**config.mk**
```make
export PLATFORM = sky130hd
export DESIGN_NAME = grid_line_plotter
export DESIGN_NICKNAME = d
export VERILOG_FILES = /design/src/rtl/grid_line_plotter.sv
export SDC_FILE = /design/constraint.sdc
export NUM_CORES = 1
export LEC_CHECK = 0
export CORE_MARGIN = 2
export CORE_UTILIZATION = 55
export CTS_CLUSTER_DIAMETER = 120
export DETAILED_ROUTE_END_ITERATION = 6
export HOLD_SLACK_MARGIN = 0.1
export PLACE_DENSITY = 0.79
export SYNTH_ARGS = -nofsm -noshare
export SYNTH_HDL_FRONTEND = slang
export SYNTH_SLANG_ARGS = --single-unit
```
**constraint.sdc**
```tcl
create_clock -name clk -period 3.3 [get_ports clk]
set_input_delay 0.33 -clock clk [delete_from_list [all_inputs] [get_ports clk]]
set_output_delay 0.33 -clock clk [all_outputs]
set_load 0.03 [all_outputs]
```
**src/rtl/grid_line_plotter.sv**
```systemverilog
// Walks every horizontal then every vertical line of a GRID_N x GRID_N grid,
// one pixel per clock, with stall, per-run colour and origin offset.
module grid_line_plotter #(
   parameter int GRID_N  = 4,
   parameter int CELL_PX = 29,
   parameter int X0      = 0,
   parameter int Y0      = 0,
   parameter int XW      = 8,
   parameter int YW      = 7,
   parameter int CW      = 3
) (
   input  logic          clk,
   input  logic          resetn,
   input  logic          start,
   input  logic [CW-1:0] color_in,
   input  logic          stall,
   output logic          plot,
   output logic [XW-1:0] x_out,
   output logic [YW-1:0] y_out,
   output logic [CW-1:0] color_out,
   output logic          busy,
   output logic          done
);
   localparam int L  = GRID_N*CELL_PX + 1;
   localparam int NL = GRID_N + 1;
   localparam int IW = $clog2(L);
   localparam int KW = $clog2(NL);
   localparam int BW = $clog2(GRID_N*CELL_PX + 1);

   typedef enum logic [1:0] {IDLE, HLINE, VLINE, FIN} state_t;

   state_t          state_q, state_d;
   logic [IW-1:0]   i_q, i_d;
   logic [KW-1:0]   k_q, k_d;
   logic [BW-1:0]   base_q, base_d;
   logic            last_q, last_d;
   logic            plot_q, plot_d;
   logic [XW-1:0]   x_q, x_d;
   logic [YW-1:0]   y_q, y_d;
   logic [CW-1:0]   color_q, color_d;

   // Counters address the next pixel to issue; the output registers hold the
   // pixel issued on the previous edge, so a stall simply withholds issuing.
   logic            cur_v, issue;
   logic [IW-1:0]   cur_i;
   logic [KW-1:0]   cur_k;
   logic [BW-1:0]   cur_base;

   always_ff @(posedge clk) begin
      if (!resetn) begin
         state_q <= IDLE;
         i_q     <= '0;
         k_q     <= '0;
         base_q  <= '0;
         last_q  <= 1'b0;
         plot_q  <= 1'b0;
         x_q     <= '0;
         y_q     <= '0;
         color_q <= '0;
      end else begin
         state_q <= state_d;
         i_q     <= i_d;
         k_q     <= k_d;
         base_q  <= base_d;
         last_q  <= last_d;
         plot_q  <= plot_d;
         x_q     <= x_d;
         y_q     <= y_d;
         color_q <= color_d;
      end
   end

   always_comb begin
      state_d  = state_q;
      i_d      = i_q;
      k_d      = k_q;
      base_d   = base_q;
      last_d   = last_q;
      plot_d   = 1'b0;
      x_d      = x_q;
      y_d      = y_q;
      color_d  = color_q;
      cur_v    = (state_q == VLINE);
      cur_i    = i_q;
      cur_k    = k_q;
      cur_base = base_q;
      issue    = 1'b0;

      case (state_q)
         IDLE: begin
            if (start) begin
               color_d  = color_in;
               cur_v    = 1'b0;
               cur_i    = '0;
               cur_k    = '0;
               cur_base = '0;
               last_d   = 1'b0;
               issue    = 1'b1;
            end
         end
         HLINE, VLINE: begin
            if (last_q) begin
               state_d = FIN;
               last_d  = 1'b0;
            end else if (!stall) begin
               issue = 1'b1;
            end
         end
         FIN:     state_d = IDLE;
         default: state_d = IDLE;
      endcase

      if (issue) begin
         plot_d  = 1'b1;
         x_d     = XW'(X0) + (cur_v ? XW'(cur_base) : XW'(cur_i));
         y_d     = YW'(Y0) + (cur_v ? YW'(cur_i) : YW'(cur_base));
         state_d = cur_v ? VLINE : HLINE;
         if (cur_i == IW'(L-1)) begin
            i_d = '0;
            if (cur_k == KW'(NL-1)) begin
               k_d    = '0;
               base_d = '0;
               if (cur_v) last_d  = 1'b1;
               else       state_d = VLINE;
            end else begin
               k_d    = cur_k + KW'(1);
               base_d = cur_base + BW'(CELL_PX);
            end
         end else begin
            i_d = cur_i + IW'(1);
         end
      end
   end

   assign plot      = plot_q;
   assign x_out     = x_q;
   assign y_out     = y_q;
   assign color_out = color_q;
   assign busy      = (state_q == HLINE) || (state_q == VLINE);
   assign done      = (state_q == FIN);
endmodule

```
After elaboration in Yosys (flattened, before gate mapping)
Index checks and enable logic that the tools add are counted.
{"block": "word_totals", "ff_bits": 39, "input_bits": 7, "out_inout_bits": 21, "word_cells": 56}
{"block": "classes", "n_addsub": 3, "eq_ne": 6, "n_mux": 31, "reduce_logical": 7}
{"op": "two-way mux 7 bit", "count": 8}
{"op": "two-way mux 2 bit", "count": 6}
{"op": "two-way mux 1 bit", "count": 11}
{"op": "two-way mux 3 bit", "count": 3}
{"op": "adder 7 x 1 -> 7 bit, second input constant", "count": 1}
{"op": "adder 7 x 5 -> 7 bit, second input constant", "count": 1}
{"op": "== test 7 bit, second input constant", "count": 1}
{"op": "AND reduction 2 bit", "count": 3}
{"op": "== test 2 bit, second input constant", "count": 2}
{"op": "case mux 1 bit (2 select lines)", "count": 2}
{"op": "case mux 2 bit (2 select lines)", "count": 1}
{"op": "adder 3 x 1 -> 3 bit, second input constant", "count": 1}
{"op": "== test 3 bit, second input constant", "count": 1}
{"op": "!= test 3 bit, second input constant", "count": 1}
{"op": "nonzero test 3 bit", "count": 1}
{"op": "== test 2 x 1 -> 1 bit, second input constant", "count": 1}
{"op": "logical NOT 2 bit", "count": 1}
{"op": "OR reduction 2 bit", "count": 1}
{"op": "logical OR 1 bit", "count": 1}

Logic depth before layout (Yosys ltp)
Gate-level depths: netlist (run 1).
{"block": "logic_depth", "depth_word": 8, "ltp_mapped": 11, "depth_no_buf": 10}

Least setup slack after synthesis (run 1)
Ideal clock, no wire load.
{"block": "synth_path", "kind": "register -> register", "start": "register state_q[0]", "end": "register base_q[5]", "setup_ns": 0.088, "arrival_ns": 2.468, "required_time_ns": 3.212, "slack_ns": 0.743, "stages_incl_launch_ff": 11, "n_path_buf": 2, "period_less_slack_ns": 2.557, "cell_sequence": "dfxtp_1 inv_1 ha_1 nand2_1 clkbuf_1 clkbuf_1 nand2_1 ha_1 and2_1 or4_1 o32ai_2"}
{"block": "synth_between", "elab_chain_cells": 4, "word_cells_on_any_way": 13, "cone_classes": "add/sub (1); eq/ne (4); mux (5); reduce/logical (3)"}
{"item": "from (decl)", "line": "32", "source": "state_t state_q, state_d;"}
{"item": "from (signal assigned)", "line": "61", "source": "state_q <= state_d;"}
{"item": "logical NOT 2 bit (tied with other cells)", "line": "89", "source": "case (state_q)"}
{"item": "two-way mux 7 bit (tied with other cells)", "line": "89"}
{"item": "adder 7 x 5 -> 7 bit (tied with other cells)", "line": "127", "source": "base_d = cur_base + BW'(CELL_PX);"}
{"item": "two-way mux 7 bit or AND reduction 2 bit (tied branches)"}
{"item": "to (signal assigned)", "line": "64", "source": "base_q <= base_d;"}
{"item": "to (decl)", "line": "35", "source": "logic [BW-1:0] base_q, base_d;"}
Several ways; a longest one is shown, not always the timed one.
A chain may end at the register's enable or synchronous reset.

Worst setup path in the final report (run 1)
{"block": "layout_path", "start": "register state_q[1]", "end": "register base_q[5]"}
Same word-level chain as after synthesis.

==> flow_metrics.py, run 1 <==
metrics = {
    "worst_setup_path": {
        "worst-path-max-fanout": 12,
        "worst-r2r-cell-count": 9,
        "setup.worst_path.end": "base_q[5]",
        "worst_r2r_endpoint": "base_q[5]",
        "worst_r2r_startpoint": "state_q[1]",
        "end_kind": "flip-flop",
        "cp.arrival_ns": 2.75,
        "critical_path_class": "flip-flop to flip-flop",
        "cp-startpoint": "state_q[1]",
        "worstSetupStartpointType": "flip-flop",
        "reg2reg_slack_ns": 0.76,
        "critPathRequiredTime_ns": 3.51,
    },
    "timing": {
        "slew_violations": 0,
        "hold_viol": 0,
        "finalCriticalPeriod_ns": 2.539,
        "fin_ws_ns": 0.7611,
        "period_share_pct": 76.94,
        "slew_headroom_pct": 39.67,
        "worst_pin_slew_ns": 0.9049,
        "rsz0062_at_grt": "false",
        "finalSetupViolations": 0,
        "fin_skew_ns": 0.009211,
        "fmax_ghz": 0.3939,
        "fin_setup_tns_ns": 0,
    },
    "synthesis": {
        "yosys_most_used_dff": "dfxtp_1",
        "synth_edf_count": 0,
        "yosys.area.top_type": "dfxtp_1",
        "netlist_top_cells_area": "dfxtp_1 35%, a21oi_1 6.7%, mux2i_1 6.5%",
        "synth_most_common_cell": "dfxtp_1",
        "synth_cell_types": 55,
        "synthArstFlopShare_pct": 0,
        "ys_seq_area_share_pct": 35.29,
        "syn_nets": 270,
        "avgSynthCellArea_um2": 8.388,
        "synth_area_um2": 2156,
        "ys_ff_latch": 38,
        "synthCells": 257,
        "yosysWarningCount": 0,
        "synth_common_cells": "38 x dfxtp_1, 29 x a21oi_1, 20 x nand2_1, 20 x nor2_1, 15 x nor4_1",
        "synthDominantCellAreaShare_pct": 35.29,
    },
    "placed_design": {
        "place.gp.congestion": 0.8919,
        "io_buffers": 26,
        "place_ws_ns": 0.6615,
        "placement.cell_area_um2": 2390,
        "dp_hpwl_um": 3405,
    },
    "drt": {
        "via_count": 1973,
        "via_per_inst": 6.166,
        "drc_errors": 0,
        "wire_per_inst_um": 15.83,
        "antenna_left": 0,
        "wl_um": 5067,
        "dr.pass1.iters": 4,
        "drt_iter0_drc": 145,
    },
    "floorplan": {
        "die_x_um": 66.61,
        "num_rows": 22,
        "core_area_um2": 3716,
        "start_util_pct": 58.01,
        "die-area_um2": 4436,
        "die_y_um": 66.61,
        "ioPinCount": 28,
    },
    "clocking": {
        "root_buffer": "clkbuf_8",
        "clockBufferDepth": 2,
        "htreeDepth": 2,
        "insertion_delay_ns": 0.30,
        "cts_sinks": 38,
        "ctsHoldBuffers": 0,
        "cts_setup_buffers": 0,
        "cts_inserted_buffers": 5,
        "clkTransAtPathRegs_ns": 0.08,
        "cts_tree": "yes",
        "cts_resized": 0,
    },
    "global_routing": {
        "grt_pass1_wl_um": 8880,
        "grt_usage_pct": 26.24,
        "grt_max_degree": 24,
        "grt_pass1_vias": 1834,
        "grt.overflow.total": 0,
        "antenna_found_initial": 0,
    },
    "final_layout": {
        "drive_above_1_share_pct": 8.088,
        "diodes": 0,
        "post-route-util_pct": 68.15,
        "fin_area_um2": 2532,
        "final_nets": 284,
        "syn2layout_area_growth_pct": 17.47,
    },
    "hold_path": {
        "hold_class": "flip-flop to flip-flop",
        "min_from": "color_out[1]",
        "hold_path_depth": 2,
    },
    "power_and_ir_drop": {
        "ir_drop_mv": 0.3839,
        "power_leakage_nw": 0.8817,
        "power.density_nw_per_um2": 671.8,
    },
    "run_status": {
        "status": "complete, no violations",
    },
    "flow_run": {
        "max-cap-violations": 0,
    },
}
[power breakdown]
| part | leakage [nW] | internal, W | switching, W |
|---|---|---|---|
| clock | 0.0714 | 0.000322 | 0.000170 |
| combinational | 0.503 | 0.000230 | 0.000455 |
| sequential | 0.307 | 0.000489 | 0.0000353 |
| total | 0.882 | 0.00104 | 0.000660 |
[per-stage QoR]
step | power (W) | hold WS, ns | cells
finish | 0.001701 | 0.4568 | 320
detailed placement | 0.001208 | 0.4465 | 312
global route | 0.001795 | 0.4860 | 320
CTS | 0.001698 | 0.4573 | 320
global placement | 0.001200 | 0.4464 | 312
floorplan | 0.001069 | 0.4446 | 257
[worst min-delay path by stage]
stage                               to  slack [ns]
after floorplan                 k_q[0]        0.44
after detailed placement  color_out[1]        0.45
after global placement    color_out[2]        0.45
final                     color_out[1]        0.46
after CTS                 color_out[1]        0.46
after global routing      color_out[1]        0.49
[sequential cells by signal, summed over array words and instances, names as in the netlist]
| register | flops |
|---|---|
| state_q | 2 |
| color_out | 3 |
| k_q | 3 |
| x_out | 7 |
| last_q | 1 |
| y_out | 7 |
| plot | 1 |
| i_q | 7 |
| base_q | 7 |
[per-layer routing]
layer	GRT usage (%)	part of all wire (%)	up-vias
met3	7.095	6.0	8
met4	8.163	1.4	0
met5	0	0	-
li1	-	-	986
met1	34.69	47	918
met2	41.50	46	61
[final cells by class]
| class | count | area (µm²) |
|---|---|---|
| fill | 310 | 1184 |
| sequential | 38 | 760.7 |
| clock inverter | 2 | 60.06 |
| multi-input combinational | 189 | 1252 |
| inverter | 7 | 26.28 |
| tap | 48 | 60.06 |
| timing repair buffer | 30 | 290.3 |
| clock buffer | 6 | 82.58 |
[critical path: stages, from the launching register on]
cell and delay [ns]:
dfxtp_1 0.39, inv_1 0.07, ha_1 0.22, nand2_1 0.30, buf_4 0.28, nand2_1 0.10, ha_1 0.21, and2_1 0.20
or4_1 0.49, o32ai_2 0.19
[cells in the final DEF, fill, tap and decap left out, drive strengths merged, types with 3 or more instances in the layout]
master and n:
dfxtp 38, a21oi 30, clkdlybuf4s50 26, nand2 21
nor2 21, nor4 16, mux2i 14, nand4 9
o21ai 9, inv 7, and2 6, ha 6
clkbuf 6, a31oi 5, nand3 5, or3 4
buf 4, nor2b 3, or4 3, nor3 3
nor3b 3
[logic make-up after synthesis]
logic type,share of synthesized area (%)
AOI/OAI and AO/OA,21.65
xor gates and xnor gates,0.4063
adders and majority gates,3.482
buffers and inverters,6.617
DFF,35.29
muxes,6.500
other,0.1739
and+or+nand+nor,25.88
No activity file was read; power rests on OpenSTA's default activity.
==> inputs of run 2 (changes only) <==
- CORE_UTILIZATION: 55 -> 49
- PLACE_DENSITY: 0.79 -> 0.74
- clock period: 3.3 -> 2 ns (I/O delays scaled with it)
==> run 2 against run 1 <==
  * First-iteration DRC count up 13%
  * Final area is 12% higher
  * Sequential share of layout area fell by 3.1 points
  * Via count grew 7.8%
  * Setup slack worse by 0.70 ns
  * Register-to-register slack worse by 0.70 ns
  * Clock skew shrank 0.0032 ns
  * Combinational power increased by 130%
  * Non-clock buffer count increased by 33
==> flow_metrics.py, run 2 (synthesis gave the netlist of run 1 again) <==
metrics = {
    "timing": {
        "rsz0062_at_grt": "true",
        "fin_skew_ns": 0.005994,
        "hold_viol": 0,
        "period_share_pct": 96.93,
        "worst_pin_slew_ns": 0.5232,
        "finalCriticalPeriod_ns": 1.939,
        "fmax_ghz": 0.5159,
        "slew_violations": 0,
        "finalSetupViolations": 0,
        "slew_headroom_pct": 65.12,
    },
    "hold_path": {
        "hold_class": "input port to flip-flop",
    },
    "final_layout": {
        "final_nets": 317,
        "mostFrequentLayoutCells": "37 x buf_4, 36 x dfxtp_1, 29 x a21oi_1",
        "layout_commonest_cell": "buf_4",
        "fillers": 379,
        "syn2layout_area_growth_pct": 31.40,
        "drive_above_1_share_pct": 23.61,
        "fin_cells": 357,
        "diodes": 0,
    },
    "floorplan": {
        "start_util_pct": 50.20,
        "die_x_um": 70.33,
        "die_y_um": 70.33,
        "ioPinCount": 28,
        "num_rows": 24,
        "die-area_um2": 4946,
        "core_area_um2": 4294,
    },
    "worst_setup_path": {
        "critical_path_class": "flip-flop to flip-flop",
        "end_kind": "flip-flop",
        "critPathRequiredTime_ns": 2.22,
        "worst-path-max-fanout": 6,
        "cp.arrival_ns": 2.16,
        "worstSetupStartpointType": "flip-flop",
    },
    "placed_design": {
        "io_buffers": 26,
        "dp_hpwl_um": 4072,
        "place.gp.congestion": 0.9154,
        "placedCellCount": 346,
    },
    "global_routing": {
        "grt_pass1_wl_um": 9342,
        "grt_pass1_vias": 2024,
        "grt_max_degree": 19,
        "grt_usage_pct": 23.59,
        "grt.overflow.total": 0,
        "antenna_found_initial": 0,
    },
    "power_and_ir_drop": {
        "power_w": 0.003076,
        "power_leakage_nw": 1.038,
        "ir_drop_mv": 0.5027,
        "power.density_nw_per_um2": 1086,
    },
    "drt": {
        "dr.pass1.iters": 4,
        "drc_errors": 0,
        "wire_per_inst_um": 15.75,
        "antenna_left": 0,
        "via_per_inst": 5.958,
        "wl_um": 5621,
        "drt_iter0_drc": 164,
        "via_count": 2127,
    },
    "clocking": {
        "clkTransAtPathRegs_ns": 0.08,
        "root_buffer": "clkbuf_8",
        "insertion_delay_ns": 0.30,
        "cts_tree": "yes",
        "cts_inserted_buffers": 5,
        "htreeDepth": 2,
        "cts_sinks": 38,
        "clockBufferDepth": 2,
    },
    "run_status": {
        "status": "complete, no violations",
    },
    "flow_run": {
        "max-cap-violations": 0,
    },
}
==> run 2: cell types whose count changed in the layout (fill, tap and decap cells not counted), sizes merged <==
cell	previous run	this run
clkdlybuf4s50	26	25
bufinv	2	1
clkinvlp	0	2
buf	4	38
clkbuf	6	5
==> run 2: what timing repair did <==
| action | CTS | global route |
|---|---|---|
| hold buffers | 0 | 0 |
| setup endpoints to repair | 1 | 6 |
| gates resized for setup | 1 | 4 |
| cloned | 0 | 0 |
| buffers inserted | 3 | 0 |
==> run 2: report_power, final <==
part           switching (W)  total [W]  internal [W]
Sequential         0.0000286   0.000839      0.000810
Combinational       0.000891    0.00157      0.000676
Clock               0.000299   0.000670      0.000371
==> run 2: area by class of cell <==
cell class / instances / area (µm²) / share of cell area [%]
Inverter: 7 / 26.28 / 0.9276
Timing Repair Buffer: 63 / 548.0 / 19.35
Clock buffer: 5 / 68.82 / 2.429
Clock inverter: 3 / 45.04 / 1.590
Multi-Input combinational cell: 189 / 1316 / 46.47
Sequential cell: 38 / 763.2 / 26.94
Tap cell: 52 / 65.06 / 2.297
==> run 2: worst paths after layout <==
kind,from,slack (ns),endpoint,cells after the start
hold reg to reg,color_out[0],0.46,color_out[0],2
hold / removal,color_in[0],0.45,color_out[0],3
setup / recovery,state_q[0],0.06,base_q[5],9
setup reg to reg,state_q[0],0.06,base_q[5],9
==> run 2: through the flow <==
stage | setup TNS [ns] | util (%) | instance area (µm²) | hold WS [ns] | worst slack [ns]
4_1_cts | 0 | 65.62 | 2818 | 0.4448 | 0.009337
5_1_grt | -0.02885 | 65.97 | 2833 | 0.4488 | -0.02642
6_report | 0 | 65.97 | 2833 | 0.4452 | 0.06148
3_5_place_dp | -0.7107 | 62.38 | 2679 | 0.4477 | -0.1533
2_1_floorplan | -0.1457 | - | 2225 | 0.3360 | -0.07414
3_3_place_gp | -0.2980 | 62.38 | 2679 | 0.4423 | -0.1090
==> run 2: worst max-delay path, stage by stage, from the launching register on <==
cell and delay [ns]:
dfxtp_2 0.34, inv_2 0.05, ha_4 0.17, nand2_4 0.09, and2_4 0.15, inv_1 0.05
ha_2 0.19, and2_4 0.15, or4_4 0.47, o32ai_2 0.19
==> run 2: metal layers <==
| layer | vias to the layer above | track usage, % | share of wire [%] |
|---|---|---|---|
| met1 | 1011 | 30.95 | 46 |
| li1 | 1049 | - | - |
| met3 | 7 | 5.195 | 5.4 |
| met4 | 0 | 7.479 | 1.4 |
| met5 | - | 0 | 0 |
| met2 | 60 | 38.47 | 47 |
==> inputs of run 3 (changes only) <==
- CTS_BUF_LIST: unset -> sky130_fd_sc_hd__clkbuf_16
==> run 3 against run 2 <==
  * Flip-flop and latch count unchanged
  * Register-to-register slack about the same
  * Count of clock-buffer cells in the layout did not move
  * Clock skew fell by 0.0026 ns
  * Final area rose by 2.2%
  * Via count up 0.75%
  * Worst hold slack improved by 0.011 ns
  * Critical path depth unchanged
  * Sequential power hardly changed
  * Setup slack got worse by 0.012 ns
  * Power up 7.7%
  * Combinational power hardly changed
  * Critical path type unchanged
  * Largest cell class unchanged
==> flow_metrics.py, run 3 (synthesis gave the netlist of run 1 again) <==
metrics = {
    "timing": {
        "fin_ws_ns": 0.04973,
        "rsz0062_at_grt": "true",
        "hold_viol": 0,
        "slew_headroom_pct": 65.54,
        "fmax_ghz": 0.5127,
        "fin_setup_tns_ns": 0,
        "finalSetupViolations": 0,
        "fin_skew_ns": 0.003373,
        "period_share_pct": 97.51,
        "slew_violations": 0,
        "worst_pin_slew_ns": 0.5169,
        "finalCriticalPeriod_ns": 1.950,
    },
    "clocking": {
        "insertion_delay_ns": 0.28,
        "cts_inserted_buffers": 5,
        "clkTransAtPathRegs_ns": 0.06,
        "cts_sinks": 38,
        "clockBufferDepth": 2,
        "root_buffer": "clkbuf_16",
        "cts_tree": "yes",
        "htreeDepth": 2,
    },
    "final_layout": {
        "drive_above_1_share_pct": 24.01,
        "final_nets": 316,
        "diodes": 0,
        "post-route-util_pct": 67.40,
        "syn2layout_area_growth_pct": 34.24,
        "fin_cells": 356,
        "mostFrequentLayoutCells": "36 x dfxtp_1, 36 x buf_4, 29 x a21oi_1",
    },
    "worst_setup_path": {
        "slowest_delay_ns": 0.47,
        "cp.arrival_ns": 2.15,
        "critPathRequiredTime_ns": 2.20,
        "worst-path-max-fanout": 6,
        "cp_slowest_cell": "or4_4",
        "worstSetupStartpointType": "flip-flop",
        "critPathMostFrequentCell": "and2_4",
        "end_kind": "flip-flop",
        "critical_path_class": "flip-flop to flip-flop",
        "path_cells": "inv_2 -> ha_4 -> nand2_4 -> and2_4 -> inv_1 -> ha_2 -> and2_4 -> or4_4 -> o32ai_2",
        "worst-r2r-cell-count": 9,
    },
    "global_routing": {
        "grt_pass1_wl_um": 9411,
        "grt_max_degree": 19,
        "grt_pass1_vias": 2046,
        "grt_usage_pct": 23.70,
        "antenna_found_initial": 0,
        "grt.overflow.total": 0,
    },
    "drt": {
        "wl_met3_um": 316,
        "drc_errors": 0,
        "wl_met1_um": 2594,
        "route.met2.wl_um": 2695,
        "wl_um": 5692,
        "top_layer_used": "met4",
        "dr.pass1.iters": 4,
        "antenna_left": 0,
        "wire_per_inst_um": 15.99,
        "via_count": 2143,
        "via_per_inst": 6.020,
        "drt_iter0_drc": 149,
    },
    "floorplan": {
        "start_util_pct": 50.20,
        "die_y_um": 70.33,
        "die-area_um2": 4946,
        "core_area_um2": 4294,
        "die_x_um": 70.33,
        "num_rows": 24,
        "ioPinCount": 28,
    },
    "power_and_ir_drop": {
        "power.share.combinational_pct": 47.1,
        "sw_frac_of_total_pct": 37.59,
        "power.switching_w": 0.001245,
        "power_leakage_nw": 1.059,
        "ir_drop_mv": 0.5586,
        "power_w": 0.003312,
        "seq_power_share_pct": 25.4,
        "power.density_nw_per_um2": 1144,
        "p_int_w": 0.002067,
        "p_clk_share_pct": 27.5,
    },
    "hold_path": {
        "hold_class": "flip-flop to flip-flop",
        "hold_path_depth": 2,
    },
    "placed_design": {
        "placedCellCount": 346,
        "io_buffers": 26,
        "place.gp.congestion": 0.9154,
        "dp_hpwl_um": 4072,
        "place_ws_ns": -0.1533,
    },
    "run_status": {
        "status": "complete, no violations",
    },
    "flow_run": {
        "max-cap-violations": 0,
    },
}
==> run 3: cell types whose count changed in the layout (fill, tap and decap cells not counted) <==
cell / previous run / this run
nor4_2: 2 / 4
nor4_1: 14 / 12
clkbuf_8: 5 / 0
clkbuf_16: 0 / 5
buf_4: 37 / 36
==> run 3: layout make-up <==
| type | count | area [µm²] |
|---|---|---|
| Inverter | 7 | 26.28 |
| Fill cell | 364 | 1400 |
| Timing Repair Buffer | 62 | 540.5 |
| Multi-Input combinational cell | 189 | 1329 |
| Tap cell | 52 | 65.06 |
| Sequential cell | 38 | 763.2 |
| Clock buffer | 5 | 125.1 |
| Clock inverter | 3 | 45.04 |
==> run 3: timing repair <==
item / CTS / global route
resized for setup: 1 / 6
hold buffers: 0 / 0
setup endpoints to repair: 1 / 8
buffers inserted: 2 / 0
==> run 3: final timing paths <==
path,startpoint,to,slack [ns]
worst max register to register,state_q[0],base_q[5],0.05
worst max-delay path,state_q[0],base_q[5],0.05
worst min register to register,color_out[0],color_out[0],0.46
worst min-delay path,color_out[0],color_out[0],0.46
==> run 3: power groups by stage <==
stage          Clock, W  Combinational [W]  Sequential (W)
2_1_floorplan         0           0.000980        0.000892
3_3_place_gp          0            0.00148        0.000860
3_5_place_dp          0            0.00150        0.000860
4_1_cts        0.000921            0.00153        0.000843
5_1_grt        0.000953            0.00167        0.000846
6_report       0.000910            0.00156        0.000842
==> run 3: per-stage QoR <==
stage	area [µm²]	hold WS [ns]
after floorplan	2225	0.3360
after global placement	2679	0.4423
after global routing	2894	0.4749
after detailed placement	2679	0.4477
final	2894	0.4558
after CTS	2867	0.4558
==> run 3: metal layers <==
layer / global-route usage [%] / vias up
met5: 0 / -
li1: - / 1051
met2: 39.20 / 69
met4: 8.120 / 0
met3: 5.772 / 14
met1: 30.02 / 1009
==> run 3: critical path, delay by kind of cell, from the launching register on <==
kind	cells	cell delay (ns)
AND/OR/NAND/NOR	4	0.86
buffers and inverters	2	0.11
AO/OA/AOI/OAI	1	0.19
flip-flops	1	0.34
adder cells (fa/ha/maj)	2	0.36
